**src/rtl/logic_gate_pkg.sv**
```systemverilog
// Shared definitions for the pipelined bitwise logic unit: the operation
// encoding and the single-bit gate evaluator used for every result bit.
package logic_gate_pkg;

  localparam int unsigned OP_W = 3;

  typedef enum logic [OP_W-1:0] {
    OP_NOT  = 3'b000,
    OP_AND  = 3'b001,
    OP_OR   = 3'b010,
    OP_XOR  = 3'b011,
    OP_NAND = 3'b100,
    OP_NOR  = 3'b101,
    OP_XNOR = 3'b110,
    OP_BUF  = 3'b111
  } logic_op_t;

  // Evaluated one bit at a time so the unit works for any operand width
  // without a fixed maximum or unused upper bits.
  function automatic logic logic_op_eval(input logic a, input logic b,
                                         input logic_op_t op);
    logic r;
    case (op)
      OP_NOT:  r = ~a;
      OP_AND:  r = a & b;
      OP_OR:   r = a | b;
      OP_XOR:  r = a ^ b;
      OP_NAND: r = ~(a & b);
      OP_NOR:  r = ~(a | b);
      OP_XNOR: r = ~(a ^ b);
      OP_BUF:  r = a;
      default: r = a;
    endcase
    return r;
  endfunction

endpackage

```
**src/rtl/logic_gate_stage.sv**
```systemverilog
// One valid/ready register slice. The slice loads whenever it is empty or
// its downstream neighbour is taking the current beat, so bubbles collapse.
module logic_gate_stage
  import logic_gate_pkg::*;
#(
  parameter int WIDTH = 8
) (
  input  logic             clk,
  input  logic             rst,
  input  logic             i_valid,
  input  logic [WIDTH-1:0] i_data,
  output logic             o_ready,
  output logic             o_valid,
  output logic [WIDTH-1:0] o_data,
  input  logic             i_ready
);

  logic             r_valid;
  logic [WIDTH-1:0] r_data;
  logic             w_ready;

  assign w_ready = !r_valid || i_ready;
  assign o_ready = w_ready;
  assign o_valid = r_valid;
  assign o_data  = r_data;

  // Slice register: reset empties it, otherwise load from upstream when ready.
  always_ff @(posedge clk) begin
    if (rst) begin
      r_valid <= 1'b0;
      r_data  <= '0;
    end else if (w_ready) begin
      r_valid <= i_valid;
      r_data  <= i_data;
    end
  end

endmodule

```
**src/rtl/logic_gate_pipe.sv**
```systemverilog
// WIDTH-bit bitwise logic unit: combinational op decode ahead of a STAGES-deep
// valid/ready register chain, plus a counter of completed output transfers.
// in_ready is combinational on out_ready through the ready chain.
module logic_gate_pipe
  import logic_gate_pkg::*;
#(
  parameter int WIDTH   = 8,
  parameter int STAGES  = 2,
  parameter int COUNT_W = 16
) (
  input  logic               clk,
  input  logic               rst,
  input  logic               in_valid,
  output logic               in_ready,
  input  logic [WIDTH-1:0]   in_a,
  input  logic [WIDTH-1:0]   in_b,
  input  logic [2:0]         in_op,
  output logic               out_valid,
  input  logic               out_ready,
  output logic [WIDTH-1:0]   out_data,
  output logic [COUNT_W-1:0] xfer_count
);

  logic_op_t          w_op;
  logic [WIDTH-1:0]   w_result;
  logic [STAGES:0]    w_valid;
  logic [STAGES:0]    w_ready;
  logic [WIDTH-1:0]   w_data [0:STAGES];
  logic [COUNT_W-1:0] r_xfer;

  assign w_op = logic_op_t'(in_op);

  // Result is formed before stage 0; the op code is not carried down the pipe.
  for (genvar g = 0; g < WIDTH; g++) begin : g_bit
    assign w_result[g] = logic_op_eval(in_a[g], in_b[g], w_op);
  end

  // Index 0 is the input side, index STAGES the output side of the chain.
  assign w_valid[0]      = in_valid;
  assign w_data[0]       = w_result;
  assign w_ready[STAGES] = out_ready;
  assign in_ready        = w_ready[0];

  for (genvar s = 0; s < STAGES; s++) begin : g_stage
    logic_gate_stage #(
      .WIDTH(WIDTH)
    ) u_stage (
      .clk    (clk),
      .rst    (rst),
      .i_valid(w_valid[s]),
      .i_data (w_data[s]),
      .o_ready(w_ready[s]),
      .o_valid(w_valid[s+1]),
      .o_data (w_data[s+1]),
      .i_ready(w_ready[s+1])
    );
  end

  assign out_valid  = w_valid[STAGES];
  assign out_data   = w_data[STAGES];
  assign xfer_count = r_xfer;

  // Count output handshakes, wrapping naturally; reset wins over a handshake.
  always_ff @(posedge clk) begin
    if (rst) begin
      r_xfer <= '0;
    end else if (out_valid && out_ready) begin
      r_xfer <= r_xfer + 1'b1;
    end
  end

endmodule

```
**config.mk**
```make
export PLATFORM = sky130hd
export DESIGN_NAME = logic_gate_pipe
export DESIGN_NICKNAME = d
export VERILOG_FILES = /design/src/rtl/logic_gate_pkg.sv /design/src/rtl/logic_gate_stage.sv /design/src/rtl/logic_gate_pipe.sv
export SDC_FILE = /design/constraint.sdc
export NUM_CORES = 1
export LEC_CHECK = 0
export CAP_MARGIN = 10
export CORE_ASPECT_RATIO = 1.4
export CORE_MARGIN = 1.5
export CORE_UTILIZATION = 51
export DETAILED_ROUTE_END_ITERATION = 12
export PLACE_DENSITY = 0.89
export SKIP_CTS_REPAIR_TIMING = 1
export SLEW_MARGIN = 20
export SYNTH_ARGS = -nofsm -noshare
export SYNTH_HDL_FRONTEND = slang
export SYNTH_SLANG_ARGS = --single-unit
```
**constraint.sdc**
```tcl
create_clock -name clk -period 2 [get_ports clk]
set_input_delay 0.3 -clock clk [delete_from_list [all_inputs] [get_ports clk]]
set_output_delay 0.3 -clock clk [all_outputs]
set_load 0.1 [all_outputs]
```
# After elaboration in Yosys (flattened, before gate mapping)
# Index checks and enable logic that the tools add are counted.
# word_totals
rom_bits,0
latchBits,0
ramBits,0
mem_count,0
regBits,34
out_inout_bits,26
inputBits,23
elab_cells,83
# classes
bitwise,56
n_lt_le_gt_ge,0
addsub,1
eq_ne,7
shifts,0
n_reduce_logical,6
n_mul,0
n_div,0
muxes,8
# op_table
operator,count
1-bit case mux with 8 select lines,8
1-bit NOT,32
16-bit by 1-bit adder with 16-bit output (second input constant),1
3-bit equality test (second input constant),4
1-bit AND,8
1-bit bitwise OR,8
1-bit bitwise XOR,8
3-bit by 2-bit equality test with 1-bit output (second input constant),2
3-bit by 1-bit equality test with 1-bit output (second input constant),1
3-bit logical NOT,1
1-bit logical NOT,2
1-bit logical OR,2
1-bit logical AND,1

# Depth between registers and ports, before layout
# depth
depth_word,3
ltp_mapped,6
depth_no_buf,6

# Cells and area by module
# A second synthesis with hierarchy kept.
# unflattened
hier_cells,307
hier_area_um2,2464.9
# modules_own_cells
module,cells_per_inst,area_per_inst_um2,seq_area_each_um2,n_inst
logic_gate_pipe,229,1676.6,320.3,1
logic_gate_stage,39,394.1,180.2,2

# Worst setup path before layout
# Ideal clock, no wire load.
# synth_path
kind,register to register
startpoint,register g_stage[1].u_stage.r_valid
endpoint,register g_stage[0].u_stage.r_data[0]
period_less_slack_ns,2.329
setup_slack_ns,-0.329
t_required_ns,1.846
path_stages_with_launch,5
arrival_ns,2.175
path_buffers,0
cell_sequence,dfxtp_1 -> nor2b_1 -> nand2_2 -> nand2b_1 -> o32ai_1
# synth_between
elab_chain_len,3
# synth_lines
element,line,rtl
"start, declared",logic_gate_stage.sv:18,logic r_valid;
"start signal, assigned",logic_gate_stage.sv:33,r_valid <= i_valid;
1-bit logical NOT,logic_gate_stage.sv:22,assign w_ready = !r_valid || i_ready;
1-bit logical OR (2 in a row),logic_gate_stage.sv:22,
named net in_ready,logic_gate_pipe.sv:14,"output logic in_ready,"
"end signal, assigned",logic_gate_stage.sv:34,r_data <= i_data;
"end, declared",logic_gate_stage.sv:19,logic [WIDTH-1:0] r_data;
# The timed path passes the listed nets, and every way through them passes these cells.
# A chain may end at the register's enable or synchronous reset.

# Worst setup path in the final report
# layout_path
startpoint,input port out_ready
endpoint,output port in_ready
# layout_between
elab_chain_len,2
# layout_lines
element,line,rtl
"start, declared",logic_gate_pipe.sv:19,"input logic out_ready,"
1-bit logical OR (2 in a row),logic_gate_stage.sv:22,
"end, declared",logic_gate_pipe.sv:14,
# Every way passes these cells.

==> impl_metrics.toml <==
[sta]
setup_tns_ps = 0
fmax_ghz = 0.5731
fin_crit_sh_pct = 87.25
rsz0062_at_grt = "false"
fin_worst_skew_ps = 5.079
slew-limit-headroom_pct = 78.98
hold_viol = 0
setup_viol = 0
hold_slack_ps = 457.9
worst_pin_slew_ps = 312.9
slew_violations = 0
min_period_ps = 1745

[power]
p_leak_nw = 1.228
peakVddDrop_mv = 0.3113
power.density_nw_per_um2 = 568.4

[placement]
routabilityCongestion = 0.9033
dpl.hpwl_mm = 3.699
port_buffers = 48

[setup_path]
cp-startpoint = "out_ready"
endpoint = "in_ready"
end_kind = "primary output"
cp.required_ps = 1700
path_buf_inv = 2
path_max_fanout = 6
reg2reg_slack_ps = 530
critical_path_class = "input port to primary output"
cpPeakStageDelay_ps = 500
path_depth = 4
reg2reg_from = "xfer_count[0]"
rr_worst_depth = 5
cp_cell_sequence = "clkdlybuf4s50_1 > nor2b_1 > nand2_2 > buf_12"
cpMaxStageDelayCell = "clkdlybuf4s50_1"
regToRegEndpoint = "xfer_count[12]"
path_delay_family = "buffers and inverters"
start_kind = "input port"
arrival_ps = 1440

[drt]
wl_mm = 4.838
drtAntennaViolNets = 0
via_per_inst = 5.518
drc = 0
first_pass_iters = 4
routedWlPerCell_um = 12.41
drtIter0Drc = 133
vias = 2152

[layout]
final_common_cell = "buf_4"
drive_gt1_share_pct = 19.42
antenna_cells = 0
fin_nets = 384
mostFrequentLayoutCells = "38 x buf_4, 33 x nand2_1, 25 x inv_1, 22 x dfxtp_1, 22 x clkdlybuf4s50_1"
area_growth_pct = 29.25

[floorplan]
fp-row-count = 28
boundaryPins = 49
start_util_pct = 53.21
core_um2 = 4204
die_w_um = 58.98
die_height_um = 81.37
die-area_um2 = 4799

[synth]
syn-num-nets = 328
yosysWarningCount = 0
synth_edf_count = 0
synth-async-reset-ratio_pct = 0
synth_area_um2 = 2237
synth-seq-cells = 34
synthCells = 288
synth_ff_type = "dfxtp_1"
ys_types = 42
seq_area_frac_synth_pct = 30.43
syn_area_per_cell_um2 = 7.768

[worst_hold_path]
min-delay-start = "g_stage[1].u_stage.o_data[1]"
hold_depth = 2
hp-class = "register to register"

[global_routing]
grt_max_degree = 39
grt_util_all_layers_pct = 21.38
overflow = 0
first_global_vias = 2037
antenna_found_initial = 0
grt_pass1_wl_mm = 8.093

[clocking]
clk-insertion-delay-late_ps = 290
tritoncts = "yes"
cts_inserted_buffers = 5
max-clock-path-buffers = 2
cts-root-buf = "clkbuf_8"
clkTransAtPathRegs_ps = 70
clkSinkCount = 34
htreeDepth = 2

[flow_run]
maxCapViolations = 0

[run_status]
status = "finished, final reports clean"
[sequential cells by signal (all words and copies together) (netlist names)]
name and count:
g_stage.u_stage.o_data 16, g_stage.u_stage.o_valid 2, xfer_count 16
[how the worst min path moves through the flow]
stage / end / slack [ps]
final: g_stage[1].u_stage.o_data[1] / 460
after global routing: g_stage[1].u_stage.o_data[7] / 480
after CTS: g_stage[1].u_stage.o_data[5] / 460
after detailed placement: g_stage[1].u_stage.o_data[5] / 450
after global placement: g_stage[1].u_stage.o_data[7] / 440
after floorplan: g_stage[0].u_stage.o_valid / 420
[cell usage after synthesis, types with 6 or more instances]
cell       n  area [um2]
nand3_1    7       35.03
nor2_1    21       78.83
nand2b_1  11       68.82
nand2_1   33       123.9
inv_1     25       93.84
nor2b_1   21       131.4
o21ai_0   10       50.05
dfxtp_1   34       680.7
a211oi_1   6       45.04
ha_1      17       212.7
a221oi_1   7       61.31
a21oi_1   17       85.08
clkbuf_1   6       22.52
and2_1     8       50.05
o32ai_1    8       70.07
[worst register-to-register path, stage by stage (launching register included)]
cell     delay (ps)
dfxtp_2         370
ha_1            160
and3_1          190
nand2_1         100
nor3_1          180
mux2_2          350
[through the flow]
| stage | worst slack [ps] | cell area (um2) | utilization [%] | instances | power (W) |
|---|---|---|---|---|---|
| 2_1_floorplan | 19.82 | 2252 | - | 288 | 0.0009978 |
| 6_report | 255.1 | 2892 | 68.78 | 390 | 0.001643 |
| 5_1_grt | 178.8 | 2892 | 68.78 | 390 | 0.001712 |
| 3_3_place_gp | 89.55 | 2796 | 66.52 | 382 | 0.001112 |
| 3_5_place_dp | 42.01 | 2796 | 66.52 | 382 | 0.001124 |
| 4_1_cts | 254.6 | 2892 | 68.78 | 390 | 0.001652 |
[cell families after synthesis]
kind of cell	synth area share (%)
compound gates	17.39
fa+ha+maj	9.508
mux	1.957
buf+inv	7.662
flops	30.42
xor+xnor	3.915
simple gates	29.14
[per-layer routing]
metal	part of all wire (%)	global-route usage, %	routed length, um
met5	0	0	0
met4	2.3	10.00	110
met3	4.7	4.459	229
met2	52	39.22	2537
met1	40	22.70	1959
[power breakdown]
part	total [W]	switching, W	internal, W
clock	0.000532	0.000255	0.000276
sequential	0.000724	0.0000183	0.000706
combinational	0.000388	0.000228	0.000159
[cell type report]
class | count | area (um2)
multi-input cells | 215 | 1385
fillers | 386 | 1313
flip-flops and latches | 34 | 695.7
repair buffers | 63 | 565.5
inverters | 25 | 93.84
clock buffers | 6 | 82.58
well taps | 45 | 56.30
clock inverters | 2 | 12.51
(Power assumes the default switching activity.)
